--- config.mk ---
export PLATFORM = sky130hd
export DESIGN_NAME = hamming_decode_arbiter
export DESIGN_NICKNAME = d
export VERILOG_FILES = /design/src/rtl/hamming_decode_arbiter.sv
export SDC_FILE = /design/constraint.sdc
export NUM_CORES = 1
export LEC_CHECK = 0
export ABC_AREA = 1
export BUFFER_PORTS_ARGS = -buffer_cell sky130_fd_sc_hd__clkbuf_2
export CAP_MARGIN = 10
export CORE_UTILIZATION = 48
export DETAILED_ROUTE_END_ITERATION = 10
export PLACE_DENSITY = 0.77
export SETUP_SLACK_MARGIN = 0.02
export SLEW_MARGIN = 15
export SYNTH_ARGS = -nofsm -noshare
export SYNTH_HDL_FRONTEND = slang
export SYNTH_SLANG_ARGS = --single-unit
--- constraint.sdc ---
create_clock -name clk -period 4.4 [get_ports clk]
set_input_delay 0.22 -clock clk [delete_from_list [all_inputs] [get_ports clk]]
set_output_delay 0.22 -clock clk [all_outputs]
set_load 0.01 [all_outputs]
--- src/rtl/hamming_decode_arbiter.sv ---
// Round-robin shared Hamming(7,4) SEC decoder with a registered result stage.
// Latency: 1 clock from accept (req_valid & req_ready) to out_valid.
// Backpressure: grants only when the output stage is empty or being drained
// (out_ready); a held result stalls every requester.
//
// Ports:
//   clk, rst_n        clock, asynchronous active-low reset
//   req_valid/ready   per-requester handshake, req_ready is one-hot
//   req_code          7 bits per requester, slot i = code[7:1] of requester i
//   req_parity        per-requester parity type (0 even, 1 odd)
//   out_valid/ready   result handshake
//   out_data/error/src corrected nibble, corrected-error flag, source index
//   clr_count         synchronous clear of err_count
//   err_count         saturating count of loaded results with error=1
module hamming_decode_arbiter #(
  parameter int NREQ  = 4,
  parameter int SRC_W = 2,
  parameter int CNT_W = 16
) (
  input  logic              clk,
  input  logic              rst_n,
  input  logic [NREQ-1:0]   req_valid,
  input  logic [7*NREQ-1:0] req_code,
  input  logic [NREQ-1:0]   req_parity,
  output logic [NREQ-1:0]   req_ready,
  output logic              out_valid,
  input  logic              out_ready,
  output logic [3:0]        out_data,
  output logic              out_error,
  output logic [SRC_W-1:0]  out_src,
  input  logic              clr_count,
  output logic [CNT_W-1:0]  err_count
);

  logic             r_out_valid;
  logic [3:0]       r_out_data;
  logic             r_out_error;
  logic [SRC_W-1:0] r_out_src;
  logic [SRC_W-1:0] r_ptr;
  logic [CNT_W-1:0] r_err_count;

  logic             w_load_en;
  logic [NREQ-1:0]  w_grant;
  logic             w_found;
  logic [SRC_W-1:0] w_gnt_idx;
  logic [SRC_W:0]   w_cand;
  logic [SRC_W-1:0] w_ptr_nxt;
  logic [6:0]       w_code;
  logic             w_par;
  logic [2:0]       w_syn;
  logic [6:0]       w_fixed;
  logic [3:0]       w_data;
  logic             w_error;

  assign w_load_en = !r_out_valid || out_ready;

  // Search from the pointer upward with wrap; the first valid requester wins.
  always_comb begin
    w_grant   = '0;
    w_found   = 1'b0;
    w_gnt_idx = '0;
    w_cand    = '0;
    for (int k = 0; k < NREQ; k++) begin
      w_cand = {1'b0, r_ptr} + (SRC_W+1)'(k);
      if (w_cand >= (SRC_W+1)'(NREQ)) begin
        w_cand = w_cand - (SRC_W+1)'(NREQ);
      end
      if (w_load_en && !w_found && req_valid[w_cand[SRC_W-1:0]]) begin
        w_found   = 1'b1;
        w_gnt_idx = w_cand[SRC_W-1:0];
      end
    end
    if (w_found) begin
      w_grant[w_gnt_idx] = 1'b1;
    end
  end

  // No grant may escape while reset is asserted (state is already cleared,
  // so load_en alone would otherwise let a grant through).
  assign req_ready = w_grant & {NREQ{rst_n}};

  assign w_ptr_nxt = (w_gnt_idx == SRC_W'(NREQ-1)) ? '0 : w_gnt_idx + SRC_W'(1);

  always_comb begin
    w_code = '0;
    w_par  = 1'b0;
    for (int i = 0; i < NREQ; i++) begin
      if (w_grant[i]) begin
        w_code = req_code[7*i +: 7];
        w_par  = req_parity[i];
      end
    end
  end

  // w_code[n-1] holds code bit c<n>. Odd parity folds p into every check.
  assign w_syn[0] = w_code[0] ^ w_code[2] ^ w_code[4] ^ w_code[6] ^ w_par;
  assign w_syn[1] = w_code[1] ^ w_code[2] ^ w_code[5] ^ w_code[6] ^ w_par;
  assign w_syn[2] = w_code[3] ^ w_code[4] ^ w_code[5] ^ w_code[6] ^ w_par;

  // SEC only: a double error yields a nonzero syndrome and is miscorrected.
  always_comb begin
    w_fixed = w_code;
    w_error = 1'b0;
    if (w_syn != 3'd0) begin
      w_fixed[w_syn - 3'd1] = ~w_code[w_syn - 3'd1];
      w_error               = 1'b1;
    end
    w_data = {w_fixed[6], w_fixed[5], w_fixed[4], w_fixed[2]};
  end

  always_ff @(posedge clk or negedge rst_n) begin
    if (!rst_n) begin
      r_out_valid <= 1'b0;
      r_out_data  <= '0;
      r_out_error <= 1'b0;
      r_out_src   <= '0;
      r_ptr       <= '0;
    end else if (w_found) begin
      r_out_valid <= 1'b1;
      r_out_data  <= w_data;
      r_out_error <= w_error;
      r_out_src   <= w_gnt_idx;
      r_ptr       <= w_ptr_nxt;
    end else if (out_ready) begin
      r_out_valid <= 1'b0;
    end
  end

  // Counted at load time; clear takes priority over a same-cycle increment.
  always_ff @(posedge clk or negedge rst_n) begin
    if (!rst_n) begin
      r_err_count <= '0;
    end else if (clr_count) begin
      r_err_count <= '0;
    end else if (w_found && w_error && (r_err_count != {CNT_W{1'b1}})) begin
      r_err_count <= r_err_count + CNT_W'(1);
    end
  end

  assign out_valid = r_out_valid;
  assign out_data  = r_out_data;
  assign out_error = r_out_error;
  assign out_src   = r_out_src;
  assign err_count = r_err_count;

endmodule

==> results of run 1 <==
==> layer usage <==
layer  up-vias  global-route usage (%)  share of wire, %
met4         0                   10.24               2.7
met1      1346                   30.45                41
met3        29                   1.657               6.1
met2       149                   43.11                50
met5         -                       0                 0
li1       1431                       -                 -
==> layout by cell type (no fill, tap or decap), types with 10 or more instances in the layout <==
cell type / count
nand2_1: 85
clkbuf_2: 67
inv_1: 46
buf_4: 38
nand2_2: 33
nand3_1: 29
nor2_1: 25
dfrtp_1: 24
o21ai_0: 12
nor2_2: 10
nand3_2: 10
==> flip-flops by register name (all words and copies together), names as in the netlist <==
signal     count
err_count     16
out_data       4
r_ptr          2
out_valid      1
out_src        2
out_error      1
==> path summary, 6_finish.rpt <==
path                       slack [ns]       endpoint
min in group asynchronous        0.52  err_count[13]
max in group asynchronous        3.40       r_ptr[0]
setup / recovery                -0.01  err_count[14]
hold reg to reg                  0.49    out_data[1]
setup reg to reg                -0.01  err_count[14]
hold / removal                   0.19  err_count[13]
==> what timing repair did <==
item / CTS / global route
gates resized for setup: 16 / 90
hold buffers: 1 / 0
endpoints found under the setup margin: 8 / 15
setup buffers: 10 / 11
gates cloned: 0 / 1
pin swaps: 12 / 20
hold endpoints to repair: 26 / 0
==> final cells by class <==
class / instances / area share (%)
Sequential cell: 26 / 18.30
Tap cell: 67 / 2.348
Multi-Input combinational cell: 286 / 51.66
Timing Repair Buffer: 112 / 19.38
Clock buffer: 3 / 1.157
Inverter: 58 / 6.309
Clock inverter: 1 / 0.8412
==> kinds of logic after synthesis <==
logic type      Yosys count  synth area share (%)
xor+xnor                  6                 2.160
compound gates           43                 12.60
buf+inv                  68                 12.29
flops                    26                 26.75
fa+ha+maj                 6                 3.086
simple gates            231                 43.11
==> per-stage QoR <==
| stage | instances | setup TNS [ns] |
|---|---|---|
| 2_1_floorplan | 380 | 0 |
| 3_3_place_gp | 526 | 0 |
| 3_5_place_dp | 526 | -0.4263 |
| 4_1_cts | 541 | 0 |
| 5_1_grt | 553 | -1.551 |
| 6_report | 553 | -0.009637 |
==> results.tsv, run 1 <==
stage	metric	value	unit
routing	1st-pass router iterations	5	
hold_path	worst hold path depth	2	
critical_path	Worst path top cell family by delay	simple AND/OR/NAND/NOR gates	
floorplanning	Die X	73.19	um
global_routing	All-Layer GR Usage	24.34	%
floorplanning	full die area	0.005356	mm^2
sta	worst relative slew slack	54.55	%
floorplanning	Std-Cell Rows	25	
cells_and_area	Final #Nets	533	
cells_and_area	ratio of cells with drive above 1 in the final layout	46.30	%
logic_synthesis	Post-synth ARST share	100.0	%
placed_design	Port Buf Inserts	67	
global_routing	gr ovfl total	0	
critical_path	FF-to-FF path depth	35	
logic_synthesis	Syn Inst Count	380	
sta	Layout Skew	0.004239	ns
clocking	H-tree depth	1	
logic_synthesis	#FFs+latches synth	26	
cells_and_area	area of the multi-input gates	0.001844	mm^2
critical_path	Worst path slowest cell	dfrtp_2	
sta	fmax	226.8	MHz
routing	initial DRC count	232	
logic_synthesis	number of synthesized flops with an enable pin	0	
logic_synthesis	top-area cell type share of the netlist area	26.75	%
logic_synthesis	count leader, synth	nand2_1	
floorplanning	core area	0.004786	mm^2
cells_and_area	diode count	0	
floorplanning	IO Pins	68	
sta	unrepaired setup endpoints after global routing	yes	
critical_path	CP required	4.56	ns
routing	post-route ant nets	0	
global_routing	global-route wire length before repair	10.47	mm
sta	Least-Margin Pin Slew	0.6818	ns
clocking	Clock Path Buffers	2	
global_routing	largest net degree at the start of global routing	28	
global_routing	initial antenna violation count	0	
critical_path	Worst Path Buf+Inv	4	
logic_synthesis	sequential area share after synthesis	26.75	%
clocking	CTS root buf	clkbuf_8	
placed_design	Placement Cell Area	0.002940	mm^2
run_status	outcome	finished with violations	
run	Max Cap Violations	0	
cells_and_area	Layout area overhead	46.76	%
critical_path	CP Class	flop to flop	
global_routing	vias in the first global route	2568	
logic_synthesis	Mapped Area	0.002432	mm^2
critical_path	CP Launch Type	flop	
sta	Tcrit/Tclk final	100.2	%
cells_and_area	final cell utilization of the core	74.59	%
hold_path	worst min-delay path startpoint	clr_count	
floorplanning	Initial Utilization	50.82	%
routing	Vias	2955	
critical_path	Worst path most repeated cell	nand2_2	
logic_synthesis	Post-Syn Nets	426	
sta	Setup-failing EPs final	1	
critical_path	CP Max Fanout	8	
clocking	CTS tree	built	
logic_synthesis	Synth area leaders	dfrtp_1 27%, nand2_1 18%, inv_1 8.2%, nand3_1 8.0%, nor2_1 5.4%	
logic_synthesis	Avg Cell Area, Syn	6.401	um^2
placed_design	GPL Wtd Cong	0.9288	
clocking	Clock transition at path regs	0.09	ns
clocking	Worst-Skew Late Latency	0.26	ns
critical_path	Critical Path Sink Type	flop	
sta	max-slew violation count	0	
routing	# DRC	0	
sta	Final WS setup	-0.009637	ns
logic_synthesis	area leader, netlist	dfrtp_1	
critical_path	WP data arrival	4.57	ns
critical_path	CP Launch Point	r_ptr[0]	
cells_and_area	Filler Cell Count	351	
clocking	Num CTS Buffers	3	
hold_path	min-delay worst type	primary input to flop	
run_status	failing checks	setup timing	
sta	worst hold slack	0.1887	ns
placed_design	Post-DP HPWL	4.889	mm
floorplanning	die span in y	73.19	um
critical_path	Reg2Reg Launch Point	r_ptr[0]	
routing	drt wl/cell	13.85	um
sta	Hold Vio Cnt, Final	0	
logic_synthesis	top cells by count, synth	117 x nand2_1, 53 x inv_1, 39 x nand3_1, 35 x nor2_1, 26 x dfrtp_1	
placed_design	Post-Place Worst Slack	-0.1529	ns
logic_synthesis	prevailing post-synth register cell	dfrtp_1	
clocking	CTS Sinks	26	
logic_synthesis	Yosys warnings	0	
routing	total wire length	7.660	mm
sta	Period minus WS final	4.410	ns
logic_synthesis	Yosys cell types	39	
cells_and_area	Finished Cell Area	0.003570	mm^2
critical_path	Worst path depth	35	
cells_and_area	FF+latch area	653.1	um^2
routing	mean number of vias per cell	5.344	
critical_path	CP peak stage delay	0.47	ns
Power of run 1 is left out: the tool's default activity adds up to more than one toggle a clock period on the data nets, which glitch-free logic cannot reach.
==> inputs of run 2 (changes only) <==
--- a/config.mk
+++ b/config.mk
@@ -6,11 +6,11 @@
 export NUM_CORES = 1
 export LEC_CHECK = 0
 export ABC_AREA = 1
-export BUFFER_PORTS_ARGS = -buffer_cell sky130_fd_sc_hd__clkbuf_2
 export CAP_MARGIN = 10
-export CORE_UTILIZATION = 48
+export CORE_UTILIZATION = 55
 export DETAILED_ROUTE_END_ITERATION = 10
-export PLACE_DENSITY = 0.77
+export DONT_BUFFER_PORTS = 1
+export PLACE_DENSITY = 0.73
 export SETUP_SLACK_MARGIN = 0.02
 export SLEW_MARGIN = 15
 export SYNTH_ARGS = -nofsm -noshare
==> results.tsv, run 2 (synthesized netlist as in run 1, its figures left out) <==
stage	metric	value	unit
floorplanning	full die area	0.004692	mm^2
sta	Least-Margin Pin Slew	0.6479	ns
clocking	CTS tree	built	
clocking	H-tree depth	1	
sta	Setup TNS Final	-0.1652	ns
global_routing	largest net degree at the start of global routing	29	
floorplanning	Die X	68.50	um
hold_path	min-delay worst type	primary input to flop	
global_routing	vias in the first global route	2440	
cells_and_area	final cell utilization of the core	81.03	%
routing	Vias	2796	
sta	Setup-failing EPs final	3	
critical_path	CP peak stage delay	0.43	ns
clocking	Num CTS Buffers	3	
critical_path	CP Launch Type	flop	
routing	# DRC	0	
cells_and_area	Layout area overhead	37.09	%
routing	1st-pass router iterations	6	
hold_path	worst min-delay path startpoint	clr_count	
clocking	Worst-Skew Late Latency	0.26	ns
critical_path	CP Max Fanout	6	
placed_design	Port Buf Inserts	0	
global_routing	global-route wire length before repair	10.69	mm
cells_and_area	diode count	0	
routing	post-route ant nets	0	
clocking	Clock transition at path regs	0.08	ns
cells_and_area	most common cell after layout, fill and taps aside	nand2_1	
run	Max Cap Violations	0	
sta	Period minus WS final	4.484	ns
critical_path	Reg2Reg Launch Point	r_ptr[1]	
routing	drt wl/cell	15.87	um
critical_path	Worst path most repeated cell	nand2_2	
global_routing	initial antenna violation count	0	
sta	Layout Skew	0.001915	ns
sta	fmax	223.0	MHz
global_routing	All-Layer GR Usage	30.43	%
sta	Hold Vio Cnt, Final	0	
run_status	outcome	finished with violations	
global_routing	gr ovfl total	0	
routing	total wire length	7.635	mm
critical_path	CP Launch Point	r_ptr[1]	
critical_path	CP Class	flop to flop	
floorplanning	Std-Cell Rows	23	
sta	max-slew violation count	0	
clocking	CTS root buf	clkbuf_8	
routing	initial DRC count	219	
cells_and_area	ratio of cells with drive above 1 in the final layout	38.28	%
sta	worst relative slew slack	56.80	%
sta	unrepaired setup endpoints after global routing	yes	
critical_path	Worst path slowest cell	dfrtp_2	
cells_and_area	max reg flops	16	
placed_design	Post-DP HPWL	4.766	mm
cells_and_area	Finished Cell Area	0.003334	mm^2
floorplanning	core area	0.004115	mm^2
clocking	CTS Sinks	26	
floorplanning	IO Pins	68	
cells_and_area	Final #Nets	478	
floorplanning	Initial Utilization	59.11	%
critical_path	WP data arrival	4.64	ns
cells_and_area	commonest cells after routing, fill and taps aside	88 x nand2_1, 47 x buf_4, 46 x inv_1	
clocking	Clock Path Buffers	2	
floorplanning	die span in y	68.50	um
routing	mean number of vias per cell	5.813	
placed_design	GPL Wtd Cong	1.066	
critical_path	Critical Path Sink Type	flop	
placed_design	Placement Cell Area	0.002626	mm^2
critical_path	CP required	4.56	ns
sta	Tcrit/Tclk final	101.9	%
critical_path	Worst path top cell family by delay	simple AND/OR/NAND/NOR gates	
critical_path	Worst Path Buf+Inv	7	
run_status	failing checks	setup timing	
sta	Final WS setup	-0.08432	ns
run 2: cell count changes in the layout (fill, tap and decap cells not counted), sizes merged:
cell,before,now
buf,44,54
bufinv,1,0
clkbuf,70,4
dlygate4sd3,1,2
o21ai,21,22
run 2: cell type report:
class,instances,area (um^2)
Tap cell,50,62.56
Timing Repair Buffer,56,454.2
Inverter,58,227.7
Fill cell,271,780.7
Sequential cell,26,653.1
Multi-Input combinational cell,287,1882
Clock buffer,4,55.05
run 2: worst paths after layout:
kind | to | slack, ns | cells past startpoint
max | err_count[14] | -0.08 | 38
min | err_count[0] | 0.009 | 1
max reg2reg | err_count[14] | -0.08 | 38
min reg2reg | out_data[0] | 0.56 | 2
max in group asynchronous | r_ptr[1] | 3.55 | 2
min in group asynchronous | err_count[8] | 0.46 | 2
run 2: repair_timing:
item | CTS | global route
gates cloned | 0 | 1
setup buffers | 16 | 11
hold buffers | 1 | 2
pin swaps | 17 | 20
hold endpoints to repair | 26 | 27
endpoints found under the setup margin | 11 | 16
gates resized for setup | 56 | 54
run 2: through the flow:
stage	cells	hold WS, ns	setup WS (ns)
floorplan	380	-0.07559	0.06548
global placement	446	-0.07516	-0.08517
detailed placement	446	-0.07513	-0.2462
CTS	467	0.004989	0.007616
global route	481	0.0006100	-0.3845
finish	481	0.008812	-0.08432
run 2: routing by layer:
layer	part of all wire (%)	wire, um	vias up	global-route usage, %
li1	-	-	1320	-
met1	39	2955	1293	36.94
met2	48	3679	146	51.96
met3	8.8	670	37	6.743
met4	4.3	329	0	12.24
met5	0	0	-	0
run 2: worst reg2reg max path, delay by kind of cell, from the launching register on:
family,cells,cell delay (ns)
compound gates,4,0.65
fa+ha+maj,2,0.31
buf+inv,7,0.62
flops,1,0.43
simple gates,25,2.37
Power of run 2 is left out for the same reason.
